$ cat config.mk
export PLATFORM = sky130hd
export DESIGN_NAME = lstm_seq_ctrl_flat
export DESIGN_NICKNAME = d
export VERILOG_FILES = /design/src/rtl/lstm_pkg.sv /design/src/rtl/lstm_seq_ctrl_if.sv /design/src/rtl/lstm_seq_ctrl.sv /design/src/flat_wrapper.sv
export SDC_FILE = /design/constraint.sdc
export NUM_CORES = 1
export LEC_CHECK = 0
export CORE_ASPECT_RATIO = 0.6
export CORE_MARGIN = 5
export CORE_UTILIZATION = 47
export CTS_BUF_LIST = sky130_fd_sc_hd__clkbuf_8
export DETAILED_ROUTE_END_ITERATION = 7
export HOLD_SLACK_MARGIN = 0.06
export PLACE_DENSITY_LB_ADDON = 0.15
export SETUP_SLACK_MARGIN = 0.02
export SYNTH_ARGS = -nofsm -noshare
export SYNTH_HDL_FRONTEND = slang
export SYNTH_SLANG_ARGS = --single-unit
$ cat constraint.sdc
create_clock -name clk -period 6.8 [get_ports clk]
set_clock_uncertainty 0.2 [all_clocks]
set_input_delay 1.36 -clock clk [delete_from_list [all_inputs] [get_ports clk]]
set_output_delay 1.36 -clock clk [all_outputs]
set_load 0.01 [all_outputs]
$ cat src/rtl/lstm_pkg.sv
// -----------------------------------------------------------------------------
// lstm_pkg
// Shared types and constants for the LSTM sequencer slice.
//   DATA_WIDTH_DEF / FRACT_WIDTH_DEF : default Q8.8 word geometry
//   fx_t                             : signed fixed-point sample/state word
//   seq_state_t                      : sequencer state encoding
//   FX_ONE                           : 1.0 in Q8.8
// No ports (package).
// -----------------------------------------------------------------------------
package lstm_pkg;

    localparam int DATA_WIDTH_DEF  = 16;
    localparam int FRACT_WIDTH_DEF = 8;

    typedef logic signed [DATA_WIDTH_DEF-1:0] fx_t;

    typedef enum logic [1:0] {
        IDLE   = 2'd0,
        ACCEPT = 2'd1,
        WAIT   = 2'd2,
        EMIT   = 2'd3
    } seq_state_t;

    localparam fx_t FX_ONE = 16'h0100;

endpackage

$ cat src/rtl/lstm_seq_ctrl_if.sv
// -----------------------------------------------------------------------------
// lstm_seq_ctrl_if
// Bundles the control, sample stream, cell and h stream signals of
// lstm_seq_ctrl. Modports:
//   slave  : the sequencer itself
//   master : the environment (sample source, lstm_cell, h consumer)
// Signals:
//   start/seq_len           : sequence launch, length sampled on start
//   busy/done               : sequence status, done is a one-cycle pulse
//   x_valid/x_ready/x_data  : input sample stream
//   cell_x/cell_c/cell_h    : drive to lstm_cell inputs
//   cell_c_out/cell_h_out   : lstm_cell results
//   h_valid/h_ready/h_data/h_last : output h stream
//   dbg_state               : current sequencer state
//
// Handshake rule for both streams: a transfer happens on a rising clk edge
// where valid and ready are both high; the source holds valid and its data
// stable until that edge, and valid never depends on ready.
// -----------------------------------------------------------------------------
interface lstm_seq_ctrl_if #(
    parameter int DATA_WIDTH = 16,
    parameter int LEN_W      = 8
);
    logic                  start;
    logic [LEN_W-1:0]      seq_len;
    logic                  busy;
    logic                  done;
    logic                  x_valid;
    logic                  x_ready;
    logic [DATA_WIDTH-1:0] x_data;
    logic [DATA_WIDTH-1:0] cell_x;
    logic [DATA_WIDTH-1:0] cell_c;
    logic [DATA_WIDTH-1:0] cell_h;
    logic [DATA_WIDTH-1:0] cell_c_out;
    logic [DATA_WIDTH-1:0] cell_h_out;
    logic                  h_valid;
    logic                  h_ready;
    logic [DATA_WIDTH-1:0] h_data;
    logic                  h_last;
    logic [1:0]            dbg_state;

    modport slave (
        input  start, seq_len, x_valid, x_data, cell_c_out, cell_h_out, h_ready,
        output busy, done, x_ready, cell_x, cell_c, cell_h,
               h_valid, h_data, h_last, dbg_state
    );

    modport master (
        output start, seq_len, x_valid, x_data, cell_c_out, cell_h_out, h_ready,
        input  busy, done, x_ready, cell_x, cell_c, cell_h,
               h_valid, h_data, h_last, dbg_state
    );

endinterface

$ cat src/rtl/lstm_seq_ctrl.sv
// -----------------------------------------------------------------------------
// lstm_seq_ctrl
// Runs one combinational lstm_cell over a sequence of Q8.8 samples: takes a
// sample, holds it on the cell with the current c/h state, waits CELL_LAT
// cycles for the cell to settle, captures c_out/h_out as the new state and
// emits h.
//
// Ports:
//   clk  : clock
//   rst  : synchronous active-high reset
//   bus  : lstm_seq_ctrl_if.slave (start/seq_len/busy/done, x stream,
//          cell drive and results, h stream, dbg_state)
//
// Parameters: DATA_WIDTH, FRACT_WIDTH (informational), LEN_W, CELL_LAT (>=1).
//
// Build option: define LSTM_LAST_ONLY_EN to emit only the final step's h;
// intermediate steps then go straight from WAIT back to ACCEPT.
// -----------------------------------------------------------------------------
module lstm_seq_ctrl
    import lstm_pkg::*;
#(
    parameter int DATA_WIDTH  = DATA_WIDTH_DEF,
    parameter int FRACT_WIDTH = FRACT_WIDTH_DEF,
    parameter int LEN_W       = 8,
    parameter int CELL_LAT    = 2
) (
    input  logic           clk,
    input  logic           rst,
    lstm_seq_ctrl_if.slave bus
);

    localparam logic [1:0] ST_IDLE   = IDLE;
    localparam logic [1:0] ST_ACCEPT = ACCEPT;
    localparam logic [1:0] ST_WAIT   = WAIT;
    localparam logic [1:0] ST_EMIT   = EMIT;

    // The wait counter counts down from CELL_LAT-1 to 0, so WAIT lasts
    // exactly CELL_LAT cycles.
    localparam int              WAIT_W    = (CELL_LAT > 1) ? $clog2(CELL_LAT) : 1;
    localparam logic [WAIT_W-1:0] WAIT_LOAD = WAIT_W'(CELL_LAT - 1);

    generate
        if (CELL_LAT < 1 || FRACT_WIDTH > DATA_WIDTH) begin : g_bad_params
            $error("lstm_seq_ctrl: CELL_LAT must be >= 1 and FRACT_WIDTH <= DATA_WIDTH");
        end
    endgenerate

    logic [1:0]            r_state;
    logic [DATA_WIDTH-1:0] r_x;
    logic [DATA_WIDTH-1:0] r_c;
    logic [DATA_WIDTH-1:0] r_h;
    logic [LEN_W-1:0]      r_len;
    logic [LEN_W-1:0]      r_t;
    logic [WAIT_W-1:0]     r_wait;
    logic                  r_done;

    logic                  w_t_last;
    logic                  w_emit;

    // r_len is never 0 outside IDLE, so len-1 cannot underflow where it matters.
    assign w_t_last = (r_t == (r_len - LEN_W'(1)));
    assign w_emit   = (r_state == ST_EMIT);

    always_ff @(posedge clk) begin
        if (rst) begin
            r_state <= ST_IDLE;
            r_x     <= '0;
            r_c     <= '0;
            r_h     <= '0;
            r_len   <= '0;
            r_t     <= '0;
            r_wait  <= '0;
            r_done  <= 1'b0;
        end else begin
            r_done <= 1'b0;
            case (r_state)
                ST_IDLE: begin
                    if (bus.start) begin
                        if (bus.seq_len != '0) begin
                            r_len   <= bus.seq_len;
                            r_c     <= '0;
                            r_h     <= '0;
                            r_t     <= '0;
                            r_state <= ST_ACCEPT;
                        end else begin
                            // Empty sequence completes immediately.
                            r_done <= 1'b1;
                        end
                    end
                end
                ST_ACCEPT: begin
                    if (bus.x_valid) begin
                        r_x     <= bus.x_data;
                        r_wait  <= WAIT_LOAD;
                        r_state <= ST_WAIT;
                    end
                end
                ST_WAIT: begin
                    if (r_wait == '0) begin
                        // Cell has settled on r_x/r_c/r_h: commit its outputs.
                        r_c <= bus.cell_c_out;
                        r_h <= bus.cell_h_out;
`ifdef LSTM_LAST_ONLY_EN
                        if (w_t_last) begin
                            r_state <= ST_EMIT;
                        end else begin
                            r_t     <= r_t + LEN_W'(1);
                            r_state <= ST_ACCEPT;
                        end
`else
                        r_state <= ST_EMIT;
`endif
                    end else begin
                        r_wait <= r_wait - WAIT_W'(1);
                    end
                end
                ST_EMIT: begin
                    if (bus.h_ready) begin
                        if (w_t_last) begin
                            r_state <= ST_IDLE;
                            r_done  <= 1'b1;
                        end else begin
                            r_t     <= r_t + LEN_W'(1);
                            r_state <= ST_ACCEPT;
                        end
                    end
                end
                default: r_state <= ST_IDLE;
            endcase
        end
    end

    assign bus.busy      = (r_state != ST_IDLE);
    assign bus.done      = r_done;
    assign bus.x_ready   = (r_state == ST_ACCEPT);
    assign bus.cell_x    = r_x;
    assign bus.cell_c    = r_c;
    assign bus.cell_h    = r_h;
    assign bus.h_valid   = w_emit;
    assign bus.h_data    = r_h;
    assign bus.h_last    = w_emit && w_t_last;
    assign bus.dbg_state = r_state;

endmodule

$ cat src/flat_wrapper.sv
// flat-port wrapper written by rule: the top's interface ports become plain ports
module lstm_seq_ctrl_flat import lstm_pkg::*;
#(
    parameter int DATA_WIDTH  = DATA_WIDTH_DEF,
    parameter int FRACT_WIDTH = FRACT_WIDTH_DEF,
    parameter int LEN_W       = 8,
    parameter int CELL_LAT    = 2
)
  (clk, rst, bus_start, bus_seq_len, bus_x_valid, bus_x_data, bus_cell_c_out, bus_cell_h_out, bus_h_ready, bus_busy, bus_done, bus_x_ready, bus_cell_x, bus_cell_c, bus_cell_h, bus_h_valid, bus_h_data, bus_h_last, bus_dbg_state);
  lstm_seq_ctrl_if #(.DATA_WIDTH(DATA_WIDTH), .LEN_W(LEN_W)) bus_i ();
  input  logic clk;
  input  logic rst;
  input wire logic [$bits(bus_i.start)-1:0] bus_start;
  input wire logic [$bits(bus_i.seq_len)-1:0] bus_seq_len;
  input wire logic [$bits(bus_i.x_valid)-1:0] bus_x_valid;
  input wire logic [$bits(bus_i.x_data)-1:0] bus_x_data;
  input wire logic [$bits(bus_i.cell_c_out)-1:0] bus_cell_c_out;
  input wire logic [$bits(bus_i.cell_h_out)-1:0] bus_cell_h_out;
  input wire logic [$bits(bus_i.h_ready)-1:0] bus_h_ready;
  output wire logic [$bits(bus_i.busy)-1:0] bus_busy;
  output wire logic [$bits(bus_i.done)-1:0] bus_done;
  output wire logic [$bits(bus_i.x_ready)-1:0] bus_x_ready;
  output wire logic [$bits(bus_i.cell_x)-1:0] bus_cell_x;
  output wire logic [$bits(bus_i.cell_c)-1:0] bus_cell_c;
  output wire logic [$bits(bus_i.cell_h)-1:0] bus_cell_h;
  output wire logic [$bits(bus_i.h_valid)-1:0] bus_h_valid;
  output wire logic [$bits(bus_i.h_data)-1:0] bus_h_data;
  output wire logic [$bits(bus_i.h_last)-1:0] bus_h_last;
  output wire logic [$bits(bus_i.dbg_state)-1:0] bus_dbg_state;
  assign bus_i.start = bus_start;
  assign bus_i.seq_len = bus_seq_len;
  assign bus_i.x_valid = bus_x_valid;
  assign bus_i.x_data = bus_x_data;
  assign bus_i.cell_c_out = bus_cell_c_out;
  assign bus_i.cell_h_out = bus_cell_h_out;
  assign bus_i.h_ready = bus_h_ready;
  assign bus_busy = bus_i.busy;
  assign bus_done = bus_i.done;
  assign bus_x_ready = bus_i.x_ready;
  assign bus_cell_x = bus_i.cell_x;
  assign bus_cell_c = bus_i.cell_c;
  assign bus_cell_h = bus_i.cell_h;
  assign bus_h_valid = bus_i.h_valid;
  assign bus_h_data = bus_i.h_data;
  assign bus_h_last = bus_i.h_last;
  assign bus_dbg_state = bus_i.dbg_state;
  lstm_seq_ctrl #(.DATA_WIDTH(DATA_WIDTH), .FRACT_WIDTH(FRACT_WIDTH), .LEN_W(LEN_W), .CELL_LAT(CELL_LAT)) u_core (.clk(clk), .rst(rst), .bus(bus_i));
endmodule
==> results.sh <==
export IMPL_gr_total_overflow=0
export IMPL_rows=22
export IMPL_cts_sinks=68
export IMPL_area_growth_syn_to_layout_pct=47.3
export IMPL_synth_top_area_share=0.449
export IMPL_layout_drive_gt1_share=0.0550
export IMPL_coreArea_um2=6190
export IMPL_n_antenna_cell=0
export IMPL_rsz0062_at_grt="false"
export IMPL_final_core_util=0.721
export IMPL_holdPathStages=2
export IMPL_finalMaxSlewViolations=0
export IMPL_startpoint="u_core.r_len[2]$_SDFFE_PP0P_"
export IMPL_peakVddDrop_mv=0.209
export IMPL_ctsResizeCount=0
export IMPL_instances_no_fill=575
export IMPL_ff_latch_area_um2=1360
export IMPL_yosys_area_top_type="dfxtp_1"
export IMPL_fmax_ghz=0.214
export IMPL_path_delay_family="simple AND/OR/NAND/NOR gates"
export IMPL_setup_violations_final=0
export IMPL_rr_endpoint="u_core.bus.dbg_state[0]$_SDFFE_PP0P_"
export IMPL_antenna_left=0
export IMPL_crit_fanout=16
export IMPL_portBuffers=131
export IMPL_vias_per_cell=5.17
export IMPL_yosysUniqueCellTypes=36
export IMPL_cts_root_buf="clkbuf_8"
export IMPL_hold_path_class="flop to flop"
export IMPL_worstHoldStart="u_core.bus.cell_c[3]$_SDFFE_PP0P_"
export IMPL_async_flop_share=0
export IMPL_yosys_warnings=0
export IMPL_synth_seq_area_share=0.449
export IMPL_worst_pin_slew_ps=844
export IMPL_ff2ff_setup_slack_ps=3900
export IMPL_synthCells=381
export IMPL_synthFlopType="dfxtp_1"
export IMPL_path_clk_slew_ps=70
export IMPL_maxCapViolations=0
export IMPL_setup_worst_path_start_class="flop"
export IMPL_crit_path_end_kind="output port"
export IMPL_dp_slack_ps=2490
export IMPL_grt_pass1_wl_um=13800
export IMPL_num_fill_cells=518
export IMPL_synth_fp_nets=448
export IMPL_die_y_um=72.2
export IMPL_crit_arrival_ps=3110
export IMPL_gp_congestion=0.840
export IMPL_dieWidth_um=114
export IMPL_grt_usage=0.208
export IMPL_cts_made_buffers=9
export IMPL_nets=553
export IMPL_slew_headroom=0.435
export IMPL_reg2reg_from="u_core.r_len[2]$_SDFFE_PP0P_"
export IMPL_hold_path_end="u_core.bus.cell_c[3]$_SDFFE_PP0P_"
export IMPL_h_tree_depth=3
export IMPL_netlist_area_um2=3030
export IMPL_slowest_stage="clkdlybuf4s50_1"
export IMPL_drc=0
export IMPL_synthTopCellsByArea="dfxtp_1 (45%), a21oi_1 (10%), nand2_1 (8.7%)"
export IMPL_finalHoldViolations=0
export IMPL_crit_path_max_incr_delay_ps=630
export IMPL_power_leakage_nw=1.56
export IMPL_worstSetupPathType="flop to output port"
export IMPL_drt_total_wl_um=8630
export IMPL_crit_chain="or4_4 > or4_4 > a21boi_0 > and4_1 > clkdlybuf4s50_1"
export IMPL_path_common_cell="or4_4"
export IMPL_dp_cells=559
export IMPL_antenna_found_initial=0
export IMPL_synth_edf_count=0
export IMPL_multiInputGateArea_um2=1430
export IMPL_critPathBufInv=1
export IMPL_outcome="finished clean"
export IMPL_post_cts_buffers=0
export IMPL_grt_pass1_vias=2770
export IMPL_cts_max_path_buffers=2
export IMPL_crit_required_ps=5240
export IMPL_num_io_pins=132
export IMPL_syn_avg_cell_area_um2=7.96
export IMPL_vias=2974
export IMPL_min_period_ps=4670
export IMPL_period_share=0.687
export IMPL_wl_per_cell_um=15.0
export IMPL_drtIter0Drc=184
export IMPL_clkLatencyLatePin_ps=340
export IMPL_fin_setup_tns_ps=0
export IMPL_rr_worst_depth=6
export IMPL_power_density_nw_per_um2=312
export IMPL_initial_core_util=0.490
export IMPL_drtPass1Iterations=4
export IMPL_setup_slack_ps=2130
export IMPL_holdWs_ps=253
export IMPL_hpwl_um=6300
export IMPL_die_area_um2=8210
export IMPL_grt_max_degree=65
export IMPL_ys_ff_latch=68
export IMPL_hold_buffers=0
export IMPL_cts_tree="yes"
==> tightest hold or removal path: cells and delay by family, from the launching register on <==
kind / cells / cell delay, ps
DFF: 1 / 310
AOI/OAI and AO/OA: 1 / 50
and+or+nand+nor: 1 / 50
==> flip-flops by register name (all words and copies together), names as in the netlist <==
register              flops
u_core.bus.dbg_state      2
u_core.bus.cell_x        16
u_core.bus.cell_c        16
u_core.r_wait             1
u_core.bus.cell_h        16
u_core.r_len              8
u_core.r_t                8
u_core.bus.done           1
==> cell families after synthesis <==
family,Yosys count,synth area share
fa+ha+maj,6,0.0248
xor+xnor,9,0.0260
mux,7,0.0231
simple gates,159,0.245
flops,68,0.449
compound gates,83,0.151
buf+inv,49,0.0813
==> synthesized netlist by cell type, drive strengths merged (2+ instances only) <==
| cell type | instances |
|---|---|
| nand2 | 70 |
| ha | 6 |
| dfxtp | 68 |
| xnor2 | 8 |
| nand3 | 37 |
| buf | 22 |
| a211oi | 2 |
| o21ai | 11 |
| nand4 | 4 |
| and2 | 2 |
| nand2b | 3 |
| and3 | 3 |
| nor2 | 19 |
| a2111oi | 2 |
| clkbuf | 19 |
| or3 | 7 |
| mux2i | 7 |
| or2 | 2 |
| or4 | 5 |
| nor3 | 4 |
| inv | 8 |
| a21oi | 62 |
==> how the worst max path moves through the flow <==
| stage | end | depth (start not counted) |
|---|---|---|
| 6_report | bus_h_last | 5 |
| 5_1_grt | bus_h_last | 5 |
| 4_1_cts | bus_h_last | 5 |
| 3_5_place_dp | bus_h_last | 5 |
| 3_3_place_gp | bus_h_last | 5 |
| 2_1_floorplan | bus_h_last | 6 |
==> routing by layer <==
layer	global-route usage	part of all wire	wire length [um]	vias up
li1	-	-	-	1502
met1	0.267	0.44	3820	1350
met2	0.316	0.44	3820	108
met3	0.0925	0.098	842	14
met4	0.0653	0.018	154	0
met5	0	0	0	-
==> cell type report <==
class	instances	area share
sequential	68	0.305
clock inverter	2	0.00168
timing repair buffer	135	0.299
inverter	8	0.00672
clock buffer	14	0.0431
tap	84	0.0235
multi-input combinational	264	0.321
==> stage by stage <==
step	cell area (um^2)	total power [mW]
after floorplan	3030	0.846
after global placement	4270	1.07
after detailed placement	4270	1.08
after CTS	4470	1.40
after global routing	4470	1.48
final	4470	1.39
==> report_power, final <==
group / total, mW / internal, mW / switching (mW)
sequential: 0.495 / 0.452 / 0.0423
clock: 0.324 / 0.180 / 0.144
combinational: 0.575 / 0.251 / 0.324
total: 1.39 / 0.883 / 0.510
==> cell usage in the layout (no fill, tap or decap), types with 2 or more instances in the layout <==
cell type	count
nor2_1	19
nor3_1	4
or3_1	7
dfxtp_1	68
or4_1	3
xnor2_1	8
and3_1	3
or2_2	2
clkdlybuf4s50_1	130
clkbuf_8	14
or4_4	2
a211oi_1	2
nand2b_1	3
o21ai_0	2
nand2_1	70
a21oi_1	62
a2111oi_2	2
inv_1	10
o21ai_1	8
ha_1	6
nand3_1	37
nand4_1	4
and2_1	2
buf_4	4
mux2i_1	7
Power figures use the tool's default switching activity.
